File: src/rtl/router_vc_output_port.sv
// Router output port with NUM_VC virtual-channel FIFOs and a round-robin link arbiter.
// Each output flit is registered, and a flit never bypasses its FIFO.
module router_vc_output_port #(
    parameter int unsigned DATA_W   = 64,
    parameter int unsigned NUM_VC   = 2,
    parameter int unsigned VC_DEPTH = 2,
    localparam int unsigned VC_W    = $clog2(NUM_VC)
) (
    input  logic              clk,
    input  logic              reset,
    input  logic              in_valid,
    input  logic [VC_W-1:0]   in_vc,
    input  logic [DATA_W-1:0] in_data,
    output logic              in_ready,
    output logic [NUM_VC-1:0] blocked,
    input  logic [NUM_VC-1:0] out_ready,
    output logic              out_send,
    output logic [VC_W-1:0]   out_vc,
    output logic [DATA_W-1:0] out_data
);

    localparam int unsigned PTR_W = (VC_DEPTH > 1) ? $clog2(VC_DEPTH) : 1;
    localparam int unsigned CNT_W = $clog2(VC_DEPTH + 1);

    logic [DATA_W-1:0] mem    [NUM_VC][VC_DEPTH];
    logic [CNT_W-1:0]  count  [NUM_VC];
    logic [PTR_W-1:0]  rd_ptr [NUM_VC];
    logic [PTR_W-1:0]  wr_ptr [NUM_VC];
    logic [VC_W-1:0]   rr_ptr;

    logic [NUM_VC-1:0] enq_vec;
    logic [NUM_VC-1:0] deq_vec;
    logic              win_found;
    logic [VC_W-1:0]   win_vc;
    logic [VC_W-1:0]   scan_vc;
    logic [VC_W-1:0]   rr_next;

    // Pointers wrap explicitly so VC_DEPTH need not be a power of two.
    function automatic logic [PTR_W-1:0] ptr_inc(input logic [PTR_W-1:0] p);
        return (p == PTR_W'(VC_DEPTH - 1)) ? '0 : p + PTR_W'(1);
    endfunction

    always_comb begin
        blocked = '0;
        for (int v = 0; v < NUM_VC; v++) begin
            blocked[v] = (count[v] == CNT_W'(VC_DEPTH));
        end
    end

    // An out-of-range in_vc matches no VC, leaving in_ready low.
    always_comb begin
        in_ready = 1'b0;
        enq_vec  = '0;
        for (int v = 0; v < NUM_VC; v++) begin
            if (in_vc == VC_W'(v)) begin
                in_ready   = !blocked[v];
                enq_vec[v] = in_valid && !blocked[v];
            end
        end
    end

    always_comb begin
        win_found = 1'b0;
        win_vc    = '0;
        scan_vc   = '0;
        deq_vec   = '0;
        for (int unsigned i = 0; i < NUM_VC; i++) begin
            scan_vc = VC_W'((32'(rr_ptr) + i) % NUM_VC);
            if (!win_found && count[scan_vc] != '0 && out_ready[scan_vc]) begin
                win_found = 1'b1;
                win_vc    = scan_vc;
            end
        end
        if (win_found) begin
            deq_vec[win_vc] = 1'b1;
        end
        rr_next = (win_vc == VC_W'(NUM_VC - 1)) ? '0 : win_vc + VC_W'(1);
    end

    always_ff @(posedge clk) begin
        if (reset) begin
            rr_ptr   <= '0;
            out_send <= 1'b0;
            out_vc   <= '0;
            out_data <= '0;
            for (int v = 0; v < NUM_VC; v++) begin
                count[v]  <= '0;
                rd_ptr[v] <= '0;
                wr_ptr[v] <= '0;
            end
        end else begin
            out_send <= win_found;
            out_vc   <= win_found ? win_vc : '0;
            out_data <= win_found ? mem[win_vc][rd_ptr[win_vc]] : '0;
            if (win_found) begin
                rr_ptr <= rr_next;
            end
            for (int v = 0; v < NUM_VC; v++) begin
                if (enq_vec[v]) begin
                    wr_ptr[v] <= ptr_inc(wr_ptr[v]);
                end
                if (deq_vec[v]) begin
                    rd_ptr[v] <= ptr_inc(rd_ptr[v]);
                end
                if (enq_vec[v] && !deq_vec[v]) begin
                    count[v] <= count[v] + CNT_W'(1);
                end else if (deq_vec[v] && !enq_vec[v]) begin
                    count[v] <= count[v] - CNT_W'(1);
                end
            end
        end
    end

    // Payload storage carries no reset; pointers and counts define what is live.
    always_ff @(posedge clk) begin
        for (int v = 0; v < NUM_VC; v++) begin
            if (enq_vec[v]) begin
                mem[v][wr_ptr[v]] <= in_data;
            end
        end
    end

endmodule

File: config.mk
export PLATFORM = sky130hd
export DESIGN_NAME = router_vc_output_port
export DESIGN_NICKNAME = d
export VERILOG_FILES = /design/src/rtl/router_vc_output_port.sv
export SDC_FILE = /design/constraint.sdc
export NUM_CORES = 1
export LEC_CHECK = 0
export CAP_MARGIN = 10
export CORE_ASPECT_RATIO = 0.5
export CORE_UTILIZATION = 60
export CTS_CLUSTER_SIZE = 12
export DETAILED_ROUTE_END_ITERATION = 10
export PLACE_DENSITY = 0.93
export SYNTH_ARGS = -nofsm -noshare
export SYNTH_HDL_FRONTEND = slang
export SYNTH_SLANG_ARGS = --single-unit
File: constraint.sdc
create_clock -name clk -period 14.3 [get_ports clk]
set_clock_uncertainty 0.2 [all_clocks]
set_input_delay 2.86 -clock clk [delete_from_list [all_inputs] [get_ports clk]]
set_output_delay 2.86 -clock clk [all_outputs]
set_load 0.05 [all_outputs]
==> results of run 1 <==
cells by family (layout without fill, tap and decap cells):
group / after synthesis / count (layout) / synth area share, %
XOR/XNOR: 3 / 3 / 0.2786
multiplexers: 65 / 65 / 5.364
AND/OR/NAND/NOR: 101 / 101 / 5.075
flip-flops: 332 / 332 / 76.58
AO/OA/AOI/OAI: 143 / 143 / 10.58
adder cells (fa/ha/maj): 1 / 1 / 0.1031
buffers and inverters: 48 / 205 / 2.012
worst max-delay path, stage by stage:
cell             delay (ns)
clkdlybuf4s50_1        0.53
nor2_1                 0.07
a21oi_1                0.16
clkdlybuf4s50_1        0.83
registers in the layout (all words and copies together), names as in the netlist, named ones only:
signal	cells
mem	256
out_data	64
count	4
rd_ptr	2
wr_ptr	2
out_send	1
out_vc	1
rr_ptr	1
power groups by stage:
stage | logic, mW | registers, mW | clock network [mW]
floorplan | 0.446 | 1.48 | 0
global placement | 0.900 | 1.26 | 0
detailed placement | 0.929 | 1.27 | 0
CTS | 0.935 | 1.25 | 0.740
global route | 0.981 | 1.26 | 0.779
finish | 0.931 | 1.25 | 0.728
stage by stage:
stage                     cell area [sq um]  utilization, %  hold slack [ns]
final                                 14580           74.26           0.4076
after global routing                  14580           74.26           0.4336
after CTS                             14580           74.26           0.3935
after detailed placement              13720           69.86           0.3810
after global placement                13720           69.86           0.3382
after floorplan                       12130               -           0.3094
cells in the mapped netlist (2+ instances only):
cell / number / share of area [%]
edfxtp_1: 264 / 65
buf_4: 3 / 0.19
nand2b_1: 6 / 0.31
a211oi_2: 35 / 3.6
buf_2: 18 / 0.74
nor2b_1: 67 / 3.5
nand2_1: 5 / 0.15
a211oi_1: 95 / 5.9
or2_2: 3 / 0.15
xnor2_1: 2 / 0.14
nor2_1: 11 / 0.34
inv_1: 5 / 0.15
mux2i_1: 65 / 5.4
buf_6: 4 / 0.37
clkbuf_1: 17 / 0.53
a221oi_1: 2 / 0.14
dfxtp_1: 68 / 11
layer usage:
| metal | vias up | GRT usage [%] |
|---|---|---|
| met5 | - | 0 |
| met2 | 146 | 40.25 |
| met3 | 28 | 4.014 |
| li1 | 2985 | - |
| met1 | 3269 | 28.26 |
| met4 | 0 | 6.073 |
cell type report:
| cell class | instances | area (sq um) | share of cell area, % |
|---|---|---|---|
| well taps | 266 | 332.8 | 2.282 |
| inverters | 5 | 18.77 | 0.1287 |
| multi-input cells | 313 | 2630 | 18.03 |
| repair buffers | 147 | 1449 | 9.935 |
| flip-flops and latches | 332 | 9289 | 63.69 |
| clock inverters | 2 | 13.76 | 0.09437 |
| clock buffers | 51 | 850.8 | 5.834 |
worst min path at each step:
stage               startpoint      endpoint  slack (ns)  cells after the start
finish                  rr_ptr        rr_ptr        0.41                      2
global route        mem[1][75]  out_data[11]        0.43                      2
CTS                     rr_ptr        rr_ptr        0.39                      2
detailed placement      rr_ptr     flip-flop        0.38                      2
global placement        rr_ptr     flip-flop        0.34                      2
floorplan               rr_ptr     flip-flop        0.31                      2
==> impl_metrics.toml, run 1 <==
[hold_path]
hp-class = "flip-flop to flip-flop"

[routing]
drt_pre_antenna_iters = 4
wl_per_cell_um = 20.74
drc = 0
drtIter0Drc = 339
met2_length_um = 12040
top_layer_used = "met4"
wirelength_um = 23140
ant_nets = 0
route.met3.wl_um = 992
routed_via_density = 5.760
routedLengthMet1_um = 9719
via_count = 6428

[pwr]
power_mw = 2.906
p_comb_share_pct = 32.0
intPower_mw = 1.894
powerDensity_nw_per_um2 = 199.3
p_leak_nw = 4.770
vdd_drop_max_uv = 116.1
clockPowerShare_pct = 25.1
p_seq_share_pct = 42.9
p_sw_share_pct = 34.84
switchingPower_mw = 1.012

[yosys]
syn_nets = 764
synth_area_per_cell_sq_um = 17.50
netlist_instances = 693
yosysSeqAreaShare_pct = 76.58
synth_ff_type = "edfxtp_1"
synth.distinct_cells = 40
mappedNetlistArea_sq_um = 12130
synth-edff-count = 264
ys_seq_elements = 332
yosys_warnings = 0
async_flop_share_pct = 0

[clock_network]
cts_setup_buffers = 0
cts_buffers = 31
cts-root-buf = "clkbuf_16"
cts_resized = 0
clk_path_buf_depth = 3
clk_transition_reported_paths_ns = 0.06
cts_tree = "built"
cts_sinks = 332
hold_buffers = 0
clk_latency_ns = 0.55
htree_levels = 1

[setup_path]
critPathRequiredTime_ns = 11.24
cp_max_fo = 4
worstPathArrival_ns = 4.45
regToRegStartpoint = "count[0][0]"
rr_endpoint = "count[1][1]"
cp-endpoint = "in_ready"
endpoint_kind = "output port"
start_kind = "input pin"
rrSetupSlack_ns = 10.85
crit_start = "in_vc"
r2r_cells = 7
crit_type = "input pin to output port"

[timing]
fin_crit_ns = 7.505
tightest_slew_ns = 1.167
fin_ws_ns = 6.795
min_period_over_period_pct = 52.48
grt_setup_unrepaired = "false"
fin_tns_setup_ns = 0
fmax_mhz = 133.2
relSlewSlack_pct = 22.17
maxSlewViolCount = 0
hold_viol = 0
finalSetupViolCount = 0

[die]
design.die.area_sq_um = 20820
io_pins = 139
die_w_um = 203.1
row_count = 36
coreArea_sq_um = 19640
start_util_pct = 61.76
die_h_um = 102.5

[placed_design]
place_ws_ns = 6.798
gp_congestion = 0.7920
numPlacedInstances = 1063
dpl.hpwl_um = 12410
port_buffers = 138

[cells_and_area]
diodes = 0
mostFrequentLayoutCell = "edfxtp_1"
layout_common_cells = "edfxtp_1 (264), clkdlybuf4s50_1 (138), a211oi_1 (95)"
syn_to_final_growth_pct = 20.24
stdcell_count = 1116
nets = 901
nFillCells = 1135
drive_gt1_share_pct = 11.06

[global_routing]
antenna_found_initial = 0
grt_max_degree = 96
grt_pass1_wl_um = 35120
grt.total_usage_pct = 22.26
overflow = 0
grt_pass1_vias = 6539

[job]
cap_violations = 0

[outcome]
status = "finished clean"
No activity file was read; power rests on OpenSTA's default activity.
==> inputs of run 2 (changes only) <==
--- a/config.mk
+++ b/config.mk
@@ -7,10 +7,10 @@
 export LEC_CHECK = 0
 export CAP_MARGIN = 10
 export CORE_ASPECT_RATIO = 0.5
-export CORE_UTILIZATION = 60
+export CORE_UTILIZATION = 50
 export CTS_CLUSTER_SIZE = 12
 export DETAILED_ROUTE_END_ITERATION = 10
-export PLACE_DENSITY = 0.93
+export PLACE_DENSITY = 0.83
 export SYNTH_ARGS = -nofsm -noshare
 export SYNTH_HDL_FRONTEND = slang
 export SYNTH_SLANG_ARGS = --single-unit
==> constraint.sdc (replaced) <==
create_clock -name clk -period 6.75 [get_ports clk]
set_clock_uncertainty 0.2 [all_clocks]
set_input_delay 1.35 -clock clk [delete_from_list [all_inputs] [get_ports clk]]
set_output_delay 1.35 -clock clk [all_outputs]
set_load 0.05 [all_outputs]
==> run 2 against run 1 <==
Effect of this change:
- sequential share of layout area fell by 0.36 points
- global-route usage shrank 4.0 points
- count of clock-buffer cells in the layout grew 5
- die area up 20%
- sequential cell count did not move
- sequential power is 110% higher
- cell count rose by 4.2%
- setup slack worse by 4.6 ns
- first-iteration DRC count grew 26%
- core utilization shrank 11 points
- critical endpoint unchanged
- highest routed layer is now met5
==> impl_metrics.toml, run 2 (same netlist as run 1, synthesis figures left out) <==
[outcome]
status = "finished clean"

[timing]
hold_ws_ns = 0.4119
fin_tns_setup_ns = 0
min_period_over_period_pct = 66.93
hold_viol = 0
maxSlewViolCount = 0
fin_crit_ns = 4.518
relSlewSlack_pct = 33.14
tightest_slew_ns = 1.003
fmax_mhz = 221.3
grt_setup_unrepaired = "false"
finalSetupViolCount = 0

[global_routing]
use_met2_pct = 31.52
grt_pass1_vias = 6331
grt_busiest_layer = "met2"
grt.total_usage_pct = 18.21
grt_max_degree = 136
grt_pass1_wl_um = 35290
overflow = 0
use_met1_pct = 23.51
antenna_found_initial = 3
grt_use_met3_pct = 3.534

[clock_network]
cts_setup_buffers = 0
cts_resized = 0
htree_levels = 1
clk_latency_ns = 0.55
clk_path_buf_depth = 3
cts_sinks = 332
hold_buffers = 0
clk_transition_reported_paths_ns = 0.06
cts_tree = "built"
cts-root-buf = "clkbuf_16"
cts_buffers = 31

[pwr]
clockPowerShare_pct = 25.0
vdd_drop_max_uv = 302.8
p_comb_share_pct = 32.2
intPower_mw = 4.026
p_seq_share_pct = 42.8
powerDensity_nw_per_um2 = 419.3
p_leak_nw = 4.775
p_sw_share_pct = 34.53
switchingPower_mw = 2.123

[routing]
routed_via_density = 5.422
drtIter0Drc = 428
ant_nets = 0
wirelength_um = 22860
wl_per_cell_um = 19.65
drc = 0
via_count = 6306
drt_pre_antenna_iters = 5

[cells_and_area]
mostFrequentLayoutCell = "edfxtp_1"
nFillCells = 1579
layout_common_cells = "edfxtp_1 (264), clkdlybuf4s50_1 (138), a211oi_1 (95)"
nets = 901
largest_reg_flops = 256
syn_to_final_growth_pct = 20.92
drive_gt1_share_pct = 10.89

[die]
design.die.area_sq_um = 24920
row_count = 39
die_w_um = 222.3
coreArea_sq_um = 23320
die_h_um = 112.1
start_util_pct = 52.00
io_pins = 139

[job]
cap_violations = 0

[placed_design]
gp_congestion = 0.7522
dpl.hpwl_um = 12760
port_buffers = 138

[hold_path]
holdPathStages = 2
hp-class = "flip-flop to flip-flop"
min_from = "mem[0][53]"
worst_hold_path.endpoint = "out_data[53]"

[setup_path]
start_kind = "input pin"
worstPathArrival_ns = 2.97
rrSetupSlack_ns = 3.91
cp_max_fo = 4
critPathRequiredTime_ns = 5.20
endpoint_kind = "output port"
r2r_cells = 5
crit_type = "input pin to output port"
rr_endpoint = "mem[1][84]"
regToRegStartpoint = "count[1][0]"
-- run 2: cell count changes in the layout (fill, tap and decap cells not counted), sizes merged --
cell | before | now
clkbuf | 51 | 56
clkinv | 1 | 0
diode | 0 | 2
-- run 2: worst max-delay path, stage by stage --
cell and delay [ns]:
clkdlybuf4s50_1 0.52, nor2_1 0.07, a21oi_1 0.18, clkdlybuf4s50_1 0.85
-- run 2: power groups by stage --
stage | Sequential (mW) | Combinational, mW | Clock [mW]
6_report | 2.63 | 1.98 | 1.54
5_1_grt | 2.65 | 2.10 | 1.66
4_1_cts | 2.63 | 1.99 | 1.56
3_5_place_dp | 2.67 | 1.98 | 0
3_3_place_gp | 2.67 | 1.93 | 0
2_1_floorplan | 3.14 | 0.944 | 0
-- run 2: metal layers --
metal / part of all wire, % / vias up / wire [um]
li1: - / 2990 / -
met1: 42 / 3144 / 9586
met2: 51 / 135 / 11690
met3: 4.9 / 35 / 1124
met4: 2.0 / 2 / 448
met5: 0.057 / - / 13
-- run 2: worst max path at each step --
| stage | from | to | slack, ns | cells past startpoint |
|---|---|---|---|---|
| floorplan | in_vc | mem[1][100] | 1.68 | 3 |
| global placement | in_vc | in_ready | 2.28 | 4 |
| detailed placement | in_vc | in_ready | 2.22 | 4 |
| CTS | in_vc | in_ready | 2.22 | 4 |
| global route | in_vc | in_ready | 2.17 | 4 |
| finish | in_vc | in_ready | 2.23 | 4 |
-- run 2: stage by stage --
| stage | std cells | power [mW] | instance area, sq um | setup WS [ns] | utilization [%] |
|---|---|---|---|---|---|
| final | 1163 | 6.150 | 14670 | 2.232 | 62.88 |
| after global routing | 1162 | 6.405 | 14660 | 2.172 | 62.87 |
| after global placement | 1104 | 4.597 | 13780 | 2.278 | 59.09 |
| after floorplan | 693 | 4.080 | 12130 | 1.679 | - |
| after CTS | 1161 | 6.189 | 14660 | 2.223 | 62.86 |
| after detailed placement | 1104 | 4.650 | 13780 | 2.222 | 59.09 |
-- run 2: final cells by class --
class,instances,area [sq um],share of cell area (%)
Antenna cell,2,5.005,0.03412
Clock buffer,56,869.6,5.929
Clock inverter,1,8.758,0.05972
Inverter,5,18.77,0.1280
Multi-Input combinational cell,313,2630,17.93
Sequential cell,332,9289,63.33
Tap cell,307,384.1,2.619
Timing Repair Buffer,147,1461,9.964
==> inputs of run 3 (changes only) <==
--- a/config.mk
+++ b/config.mk
@@ -7,10 +7,10 @@
 export LEC_CHECK = 0
 export CAP_MARGIN = 10
 export CORE_ASPECT_RATIO = 0.5
-export CORE_UTILIZATION = 50
+export CORE_UTILIZATION = 56
 export CTS_CLUSTER_SIZE = 12
 export DETAILED_ROUTE_END_ITERATION = 10
-export PLACE_DENSITY = 0.83
+export PLACE_DENSITY = 0.88
 export SYNTH_ARGS = -nofsm -noshare
 export SYNTH_HDL_FRONTEND = slang
 export SYNTH_SLANG_ARGS = --single-unit
==> constraint.sdc (replaced) <==
create_clock -name clk -period 4.7 [get_ports clk]
set_clock_uncertainty 0.2 [all_clocks]
set_input_delay 0.94 -clock clk [delete_from_list [all_inputs] [get_ports clk]]
set_output_delay 0.94 -clock clk [all_outputs]
set_load 0.05 [all_outputs]
==> run 3 against run 2 <==
Effect of this change:
- non-clock buffer count grew 6
- largest cell class unchanged
- sequential power grew 44%
- register-to-register slack lost 2.1 ns
- critical path depth is the same
- core utilization grew 7.6 points
- clock power grew 43%
- critical endpoint unchanged
- sequential cell count is the same
- die area shrank 11%
- worst hold slack lost 0.041 ns
- setup slack lost 1.2 ns
- final area grew 0.31%
- via count grew 1.2%
==> impl_metrics.toml, run 3 (same netlist as run 1, synthesis figures left out) <==
[pwr]
power_mw = 8.876
p_leak_nw = 4.813
switchingPower_mw = 3.081
vdd_drop_max_uv = 305.8
clockPowerShare_pct = 24.8
p_seq_share_pct = 42.5
p_comb_share_pct = 32.6
powerDensity_nw_per_um2 = 603.3
intPower_mw = 5.795
p_sw_share_pct = 34.71

[hold_path]
hp-class = "flip-flop to flip-flop"

[setup_path]
critical_path.most_common_cell = "clkdlybuf4s50_1"
critPathSlowestCell = "clkdlybuf4s50_1"
endpoint_kind = "output port"
slowest_delay_ns = 0.84
r2r_cells = 6
rrSetupSlack_ns = 1.85
crit_family = "buffers and inverters"
critPathRequiredTime_ns = 3.56
path_buf_inv = 2
start_kind = "input pin"
regToRegStartpoint = "count[0][0]"
crit_type = "input pin to output port"
cp-endpoint = "in_ready"
path_cells = "clkdlybuf4s50_1, nor2_1, a21oi_1, clkdlybuf4s50_1"
path_depth = 4
worstPathArrival_ns = 2.52
crit_start = "in_vc"
rr_endpoint = "out_data[26]"
cp_max_fo = 4

[die]
row_count = 37
die_w_um = 210.1
coreArea_sq_um = 20880
die_h_um = 106.1
io_pins = 139
start_util_pct = 58.09
design.die.area_sq_um = 22290

[clock_network]
cts_sinks = 332
cts_resized = 0
clk_transition_reported_paths_ns = 0.06
cts_buffers = 31
clk_path_buf_depth = 3
cts_tree = "built"
cts-root-buf = "clkbuf_16"
cts_setup_buffers = 0
clk_latency_ns = 0.55
htree_levels = 1
hold_buffers = 0

[cells_and_area]
drive_gt1_share_pct = 11.68
diodes = 0
multi_input_comb_area_sq_um = 2630
layout_common_cells = "edfxtp_1 (264), clkdlybuf4s50_1 (138), a211oi_1 (95)"
largest_reg_flops = 256
mostFrequentLayoutCell = "edfxtp_1"
nets = 907
syn_to_final_growth_pct = 21.29
nFillCells = 1259
regArea_sq_um = 9289
stdcell_count = 1148

[timing]
finalSetupViolCount = 0
fin_tns_setup_ns = 0
hold_viol = 0
grt_setup_unrepaired = "false"
fmax_mhz = 272.9
min_period_over_period_pct = 77.96
maxSlewViolCount = 0
fin_crit_ns = 3.664
hold_ws_ns = 0.3708
relSlewSlack_pct = 31.51
tightest_slew_ns = 1.027

[routing]
drtIter0Drc = 425
drt_pre_antenna_iters = 4
ant_nets = 0
drc = 0
via_count = 6384
routed_via_density = 5.561
wl_per_cell_um = 20.39
wirelength_um = 23410

[placed_design]
numPlacedInstances = 1095
gp_congestion = 0.8000
dpl.hpwl_um = 13180
port_buffers = 138

[global_routing]
grt_max_degree = 82
antenna_found_initial = 0
overflow = 0
grt.total_usage_pct = 20.90
grt_pass1_vias = 6522
grt_pass1_wl_um = 35480

[outcome]
status = "finished clean"

[job]
cap_violations = 0
[run 3: stage by stage]
stage	area (sq um)	setup slack, ns	util (%)
after floorplan	12130	0.03889	-
after global placement	13850	1.047	66.32
after detailed placement	13850	1.020	66.32
after CTS	14710	1.019	70.46
after global routing	14710	0.9744	70.46
final	14710	1.036	70.46
[run 3: worst min path at each step]
stage | startpoint | to | slack [ns] | depth (start not counted)
2_1_floorplan | rr_ptr | flip-flop | 0.31 | 2
3_3_place_gp | rr_ptr | flip-flop | 0.34 | 2
3_5_place_dp | rr_ptr | flip-flop | 0.36 | 2
4_1_cts | rr_ptr | rr_ptr | 0.37 | 2
5_1_grt | rr_ptr | rr_ptr | 0.41 | 2
6_report | rr_ptr | flip-flop | 0.37 | 2
[run 3: tightest hold or removal path: cells and delay by family, from the launching register on]
kind	cells	cell delay, ns
compound gates	1	0.09
flops	1	0.33
buf+inv	1	0.09
[run 3: metal layers]
layer / up-vias / routed length, um / share of wire (%) / global-route usage (%)
met5: - / 0 / 0 / 0
li1: 2992 / - / - / -
met2: 138 / 12080 / 52 / 37.02
met3: 35 / 1025 / 4.4 / 3.545
met4: 0 / 397 / 1.7 / 4.692
met1: 3219 / 9905 / 42 / 27.24
[run 3: power groups by stage]
stage               registers (mW)  clock network, mW  logic [mW]
floorplan                     4.50                  0        1.36
global placement              3.82                  0        2.81
detailed placement            3.84                  0        2.90
CTS                           3.78               2.23        2.91
global route                  3.82               2.33        3.05
finish                        3.78               2.20        2.90
[run 3: final cells by class]
type	instances	share of cell area (%)
Inverter	5	0.1276
Timing Repair Buffer	153	10.49
Clock buffer	51	5.783
Multi-Input combinational cell	313	17.88
Clock inverter	2	0.09355
Sequential cell	332	63.14
Tap cell	292	2.483
